`config.mk`:
```
export PLATFORM = sky130hd
export DESIGN_NAME = kernel_mac_sequencer
export DESIGN_NICKNAME = d
export VERILOG_FILES = /design/src/rtl/kernel_seq_pkg.sv /design/src/rtl/kernel_mac_sequencer.sv
export SDC_FILE = /design/constraint.sdc
export NUM_CORES = 1
export LEC_CHECK = 0
export ABC_AREA = 1
export CAP_MARGIN = 20
export CORE_MARGIN = 2
export CORE_UTILIZATION = 44
export CTS_BUF_LIST = sky130_fd_sc_hd__clkbuf_4 sky130_fd_sc_hd__clkbuf_8
export DETAILED_ROUTE_END_ITERATION = 10
export HOLD_SLACK_MARGIN = 0.12
export PLACE_DENSITY = 0.77
export SLEW_MARGIN = 20
export SYNTH_ARGS = -nofsm -noshare
export SYNTH_HDL_FRONTEND = slang
export SYNTH_SLANG_ARGS = --single-unit
```
`constraint.sdc`:
```
create_clock -name clk -period 1.3 [get_ports clk]
set_input_delay 0.195 -clock clk [delete_from_list [all_inputs] [get_ports clk]]
set_output_delay 0.195 -clock clk [all_outputs]
set_load 0.03 [all_outputs]
```
`src/rtl/kernel_seq_pkg.sv`:
```
// kernel_seq_pkg: shared state encoding and register-file addresses for the kernel MAC sequencer.
package kernel_seq_pkg;
    typedef enum logic [2:0] {IDLE, CLR, LOAD, WAIT, MAC, READ, DONE} state_t;
    localparam logic [3:0] R_KROW = 4'd12;
    localparam logic [3:0] R_PIX  = 4'd13;
    localparam logic [3:0] R_ACC  = 4'd14;
    localparam int         KDIM   = 3;
endpackage

```
`src/rtl/kernel_mac_sequencer.sv`:
```
// kernel_mac_sequencer: runs one 3x3 kernel MAC per start by sequencing register-file writes;
// the register file's own datapath does the accumulation into R14.
module kernel_mac_sequencer
    import kernel_seq_pkg::*;
#(
    parameter int BITS = 24
) (
    input  logic            clk,
    input  logic            rst_n,
    input  logic            start,
    input  logic            abort,
    input  logic [BITS-1:0] krow0,
    input  logic [BITS-1:0] krow1,
    input  logic [BITS-1:0] krow2,
    output logic            pix_req,
    input  logic            pix_valid,
    input  logic [BITS-1:0] pix_data,
    output logic            rf_wrt_ena,
    output logic [3:0]      rf_addrs_rd,
    output logic [BITS-1:0] rf_wrt_data,
    output logic [3:0]      rf_addrs_rn,
    input  logic [BITS-1:0] rf_rn_data,
    output logic [BITS-1:0] result,
    output logic            done,
    output logic            busy
);
    state_t                     state, state_n;
    logic [1:0]                 row, row_n, col, col_n;
    logic [KDIM-1:0][BITS-1:0]  krows;
    logic [BITS-1:0]            pix_q;
    logic                       accept;

    assign accept = state == IDLE && start && !abort;

    always_ff @(posedge clk or negedge rst_n) begin
        if (!rst_n) begin
            state  <= IDLE;
            row    <= '0;
            col    <= '0;
            krows  <= '0;
            pix_q  <= '0;
            result <= '0;
        end else begin
            state <= state_n;
            row   <= row_n;
            col   <= col_n;
            if (accept) krows <= {krow2, krow1, krow0};
            if (state == WAIT && pix_valid && !abort) pix_q <= pix_data;
            if (state == READ && !abort) result <= rf_rn_data;
        end
    end

    always_comb begin
        state_n = state;
        row_n   = row;
        col_n   = col;
        if (abort && state != IDLE) state_n = IDLE;
        else case (state)
            IDLE: if (accept) begin
                state_n = CLR;
                row_n   = '0;
                col_n   = '0;
            end
            CLR:  state_n = LOAD;
            LOAD: begin
                state_n = WAIT;
                col_n   = '0;
            end
            WAIT: if (pix_valid) state_n = MAC;
            MAC:  if (col < 2'd2) begin
                col_n   = col + 2'd1;
                state_n = WAIT;
            end else if (row < 2'd2) begin
                row_n   = row + 2'd1;
                state_n = LOAD;
            end else state_n = READ;
            READ: state_n = DONE;
            DONE: state_n = IDLE;
            default: state_n = IDLE;
        endcase
    end

    // Write port is purely state-decoded; ABORT takes effect from the next state.
    assign rf_wrt_ena  = state == CLR || state == LOAD || state == MAC;
    assign rf_addrs_rd = state == CLR ? R_ACC : state == LOAD ? R_KROW : state == MAC ? R_PIX : 4'd0;
    assign rf_wrt_data = state == LOAD ? krows[row] : state == MAC ? pix_q : '0;
    assign rf_addrs_rn = state == READ ? R_ACC : 4'd0;
    assign pix_req     = state == WAIT;
    assign done        = state == DONE;
    assign busy        = state != IDLE;
endmodule

```
# Word-level counts from Yosys, hierarchy flattened
# Cells that the tools add are included.
[classes]
add_sub_neg = 2
magnitude_cmp = 3
n_eq_ne = 12
mux = 20
bitwise_logic = 1
reduce_logical = 16
[ops]
columns = ["cell", "n"]
rows = [
  ["24-bit two-way mux", 3],
  ["24-bit binary-select mux with 2-bit select", 1],
  ["3-bit case mux with 6 select lines", 1],
  ["4-bit two-way mux", 4],
  ["3-bit two-way mux", 5],
  ["3-bit == test, second input constant", 3],
  ["2-bit two-way mux", 4],
  ["2-bit inequality test, second input constant", 4],
  ["3-bit by 2-bit == test with 1-bit output, second input constant", 2],
  ["1-bit logical AND", 6],
  ["2-bit case mux with 3 select lines", 1],
  ["3-bit nonzero test", 2],
  ["5-bit AND reduction", 1],
  ["2-bit by 1-bit adder with 2-bit output, second input constant", 2],
  ["2-bit < comparator, second input constant", 2],
  ["2-bit case mux with 2 select lines", 1],
  ["4-bit AND reduction", 1],
  ["3-bit by 1-bit == test with 1-bit output, second input constant", 1],
  ["3-bit zero test", 1],
  ["2-bit by 3-bit < comparator with 1-bit output, second input constant", 1],
  ["3-bit by 1-bit inequality test with 1-bit output, second input constant", 1],
  ["3-bit by 2-bit inequality test with 1-bit output, second input constant", 1],
  ["1-bit logical OR", 2],
  ["2-bit AND reduction", 1],
  ["3 further kinds", 3],
]
[word_totals]
regBits = 127
input_bits = 125
output_inout_bits = 60
word_cells = 62

# Depth between registers and ports, before layout
[logic_depth]
word_depth = 6
ltp_mapped = 8
ltp_nobuf = 6

# Worst setup path after synthesis
# OpenSTA, ideal clock, no wires.
[synth_path]
kind = "flip-flop to output port"
startpoint = "register state[1]"
endpoint = "output rf_addrs_rd[3]"
arrival_time_ps = 1492
required_ps = 1105
setup_slack_ps = -387
path_stages_with_launch = 5
cell_sequence = "dfrtp_1 -> inv_1 -> nand2_1 -> o211ai_1 -> buf_4"
[synth_via]
elab_chain_len = 4
elab_cells_between_ends = 6
cone_classes = "eq/ne: 3; mux: 3"
[synth_lines]
columns = ["element", "line_no", "text"]
rows = [
  ["start: declaration", "kernel_mac_sequencer.sv:27", "state_t state, state_n;"],
  ["start signal: assignment", "kernel_mac_sequencer.sv:44", "state <= state_n;"],
  ["3-bit == test", "kernel_mac_sequencer.sv:85", "assign rf_addrs_rd = state == CLR ? R_ACC : state == LOAD ? R_KROW : state == MAC ? R_PIX : 4'd0;"],
  ["4-bit two-way mux (2 in series)", "kernel_mac_sequencer.sv:85", ""],
  ["4-bit two-way mux (*)", "kernel_mac_sequencer.sv:85", ""],
  ["end: declaration", "kernel_mac_sequencer.sv:19", "output logic [3:0] rf_addrs_rd,"],
]
# Every way passes the cells marked *; elsewhere a longest branch is shown, timed or not.

# Worst setup path after layout
[layout_path]
startpoint = "register row[0]"
endpoint = "output rf_wrt_data[23]"
[layout_via]
elab_chain_len = 3
[layout_lines]
columns = ["element", "line_no", "text"]
rows = [
  ["start: declaration", "kernel_mac_sequencer.sv:28", "logic [1:0] row, row_n, col, col_n;"],
  ["start signal: assignment", "kernel_mac_sequencer.sv:45", "row <= row_n;"],
  ["24-bit binary-select mux with 2-bit select", "kernel_mac_sequencer.sv:86", "assign rf_wrt_data = state == LOAD ? krows[row] : state == MAC ? pix_q : '0;"],
  ["24-bit two-way mux (not written as such)", "kernel_mac_sequencer.sv:86", ""],
  ["24-bit two-way mux", "kernel_mac_sequencer.sv:86", ""],
  ["end: declaration", "kernel_mac_sequencer.sv:20", "output logic [BITS-1:0] rf_wrt_data,"],
]
# No other way between the ends. The select of a mux whose other input is x is not followed.

==> impl_metrics.env <==
export IMPL_critPathLaunchType="flip-flop"
export IMPL_fin_ws_ns=-0.796
export IMPL_clock_latency_ns=0.48
export IMPL_path_class="reg2out"
export IMPL_cts_buffers=17
export IMPL_r2r_start="state[0]"
export IMPL_status="finished, violations left"
export IMPL_synth_edf_count=0
export IMPL_netlist_area_um2=6050
export IMPL_start_util_pct=45.3
export IMPL_die_h_um=121
export IMPL_cts_htree_levels=4
export IMPL_yosysSeqAreaShare_pct=52.5
export IMPL_synth_top_family_by_area="simple AND/OR/NAND/NOR gates"
export IMPL_dp_cells=1135
export IMPL_antenna_found_initial=1
export IMPL_syn_inst=772
export IMPL_critPathMaxFanout=9
export IMPL_grt_pass1_vias=6867
export IMPL_p_leak_nw=5.69
export IMPL_synth_simple_gate_area_share_pct=23.0
export IMPL_die_w_um=121
export IMPL_layoutNonFillerInstCount=1238
export IMPL_synth_avg_cell_area_um2=7.84
export IMPL_required_ns=1.11
export IMPL_dp_hpwl_um=11600
export IMPL_core_um2=13300
export IMPL_drc=0
export IMPL_wire_per_inst_um=24.4
export IMPL_pwr_density_cell_nw_per_um2=2210
export IMPL_muxShareOfSynthArea_pct=0
export IMPL_hold_path_class="in2async"
export IMPL_dieArea_um2=14700
export IMPL_layout_commonest_cell="dfrtp_1"
export IMPL_track_usage_pct=32.2
export IMPL_cts_tree="built"
export IMPL_synthAdderAreaFrac_pct=0
export IMPL_async_reset_ff_share_pct=100
export IMPL_fin_skew_ns=0.0141
export IMPL_grt_pass1_wl_um=36100
export IMPL_clock_path_buffers=2
export IMPL_cts_sinks=127
export IMPL_r2r_end="krows[47]"
export IMPL_yosysWarningCount=0
export IMPL_clock_tree_root_cell="clkbuf_8"
export IMPL_failed_checks="negative setup slack"
export IMPL_reg2regPathDepth=11
export IMPL_dr_pass1_iters=6
export IMPL_max_freq_mhz=477
export IMPL_dr_total_vias=7424
export IMPL_finalCritPeriodShare_pct=161
export IMPL_fin_nets=1173
export IMPL_final_layout_size_suffix_gt1_share_pct=47.5
export IMPL_fin_crit_ns=2.10
export IMPL_arrival_ns=1.90
export IMPL_synth_xor_area_share_pct=0
export IMPL_globalplace_congestion=0.804
export IMPL_layout_common_cells="dfrtp_1 (124), clkdlybuf4s50_1 (123), nand2_4 (117)"
export IMPL_core_rowCount=42
export IMPL_rsz0062_at_grt="true"
export IMPL_finalSetupViolations=164
export IMPL_nFillCells=518
export IMPL_reg2reg_slack_ns=-0.61
export IMPL_post_place_ws_ns=-0.306
export IMPL_drv_slew=0
export IMPL_end_kind="primary output"
export IMPL_ys_types=23
export IMPL_vdd_drop_max_mv=1.27
export IMPL_synth_seq_cells=127
export IMPL_viasPerCell=6.00
export IMPL_ys_flop_type="dfrtp_1"
export IMPL_drt_iter0_drc=779
export IMPL_syn_nets=897
export IMPL_cap_violations=0
export IMPL_clk_pin_slew_ns=0.09
export IMPL_io_buffers=183
export IMPL_grt_max_degree=32
export IMPL_gr_total_overflow=0
export IMPL_io_pins=185
export IMPL_routed_wirelength_um=30200
export IMPL_syn_to_final_growth_pct=95.6
export IMPL_synth_compound_area_share_pct=12.7
export IMPL_hold_violations=0
export IMPL_ant_nets=0
[what timing repair did]
| action | 4_1_cts | 5_1_grt |
|---|---|---|
| endpoints found under the hold margin | 127 | 0 |
| buffers inserted | 37 | 17 |
| gates cloned | 26 | 11 |
| pin swaps | 38 | 31 |
| hold buffers | 1 | 0 |
| endpoints found under the setup margin | 185 | 162 |
| gates resized for setup | 457 | 309 |
[registers in the layout (all words and copies together), names as in the netlist]
signal  count
result     24
col         2
row         2
krows      72
pix_q      24
state       3
[cell type report]
cell class | count | area (µm²) | share of cell area (%)
diodes | 1 | 2.50 | 0.0212
repair buffers | 305 | 3830 | 32.4
clock buffers | 21 | 283 | 2.39
clock inverters | 11 | 185 | 1.57
inverters | 108 | 420 | 3.55
multi-input cells | 489 | 3700 | 31.3
flip-flops and latches | 127 | 3180 | 26.9
well taps | 176 | 220 | 1.86
[worst max-delay path, cell delays in order, from the launching register on]
cell and delay [ns]:
dfrtp_1 0.42, buf_4 0.18, clkbuf_16 0.17, nor2_1 0.21, o21ai_1 0.12, nand2_1 0.10
nand2_2 0.07, buf_6 0.14
[through the flow]
| step | area (µm²) | hold slack (ns) | TNS (ns) | power (mW) | utilization, % |
|---|---|---|---|---|---|
| finish | 11800 | 0.260 | -77.59 | 26.2 | 88.6 |
| global route | 11800 | 0.270 | -82.60 | 27.0 | 88.6 |
| CTS | 10700 | 0.192 | -55.25 | 22.2 | 80.5 |
| detailed placement | 8530 | 0.114 | -28.86 | 14.9 | 63.9 |
| global placement | 8530 | 0.108 | -22.28 | 14.7 | 63.9 |
| floorplan | 6290 | -0.101 | -5.07 | 11.6 | - |
[cell usage after synthesis, types with 3 or more instances]
| cell type | number | area [µm²] |
|---|---|---|
| nor2_4 | 3 | 33.8 |
| buf_1 | 3 | 11.3 |
| clkbuf_1 | 15 | 56.3 |
| nor2_1 | 31 | 116 |
| nand3_1 | 56 | 280 |
| o21ai_0 | 136 | 681 |
| inv_1 | 106 | 398 |
| dfrtp_1 | 127 | 3180 |
| buf_6 | 12 | 135 |
| buf_2 | 12 | 60.1 |
| nand2_1 | 239 | 897 |
| buf_4 | 6 | 45.0 |
| o21ai_1 | 12 | 60.1 |
[cells by family after synthesis]
logic type      after synthesis
flops                       127
buf+inv                     156
other cells                   1
compound gates              152
simple gates                336
[power by group]
part / switching [mW] / internal, mW / leakage (nW) / total, mW
Combinational: 7.53 / 6.61 / 3.85 / 14.1
Sequential: 2.12 / 5.73 / 1.60 / 7.85
Clock: 1.76 / 2.44 / 0.235 / 4.20
[routing by layer]
| layer | vias to the layer above | global-route usage (%) | wire length, µm |
|---|---|---|---|
| li1 | 2981 | - | - |
| met1 | 3546 | 37.9 | 10100 |
| met2 | 665 | 55.2 | 14600 |
| met3 | 232 | 7.14 | 2920 |
| met4 | 0 | 16.5 | 2590 |
| met5 | - | 0 | 0 |
[how the worst max path moves through the flow]
stage                 endpoint  slack [ns]  cells past startpoint      from
2_1_floorplan   rf_addrs_rd[3]       -0.32                      4  state[1]
3_3_place_gp         krows[39]       -0.22                      5     start
3_5_place_dp         krows[37]       -0.31                      5     start
4_1_cts         rf_wrt_data[3]       -0.65                      8    row[0]
5_1_grt         rf_wrt_data[1]       -0.84                      8    row[0]
6_report       rf_wrt_data[23]       -0.80                      7    row[0]
Note: power is estimated with default switching activity, not from simulation.
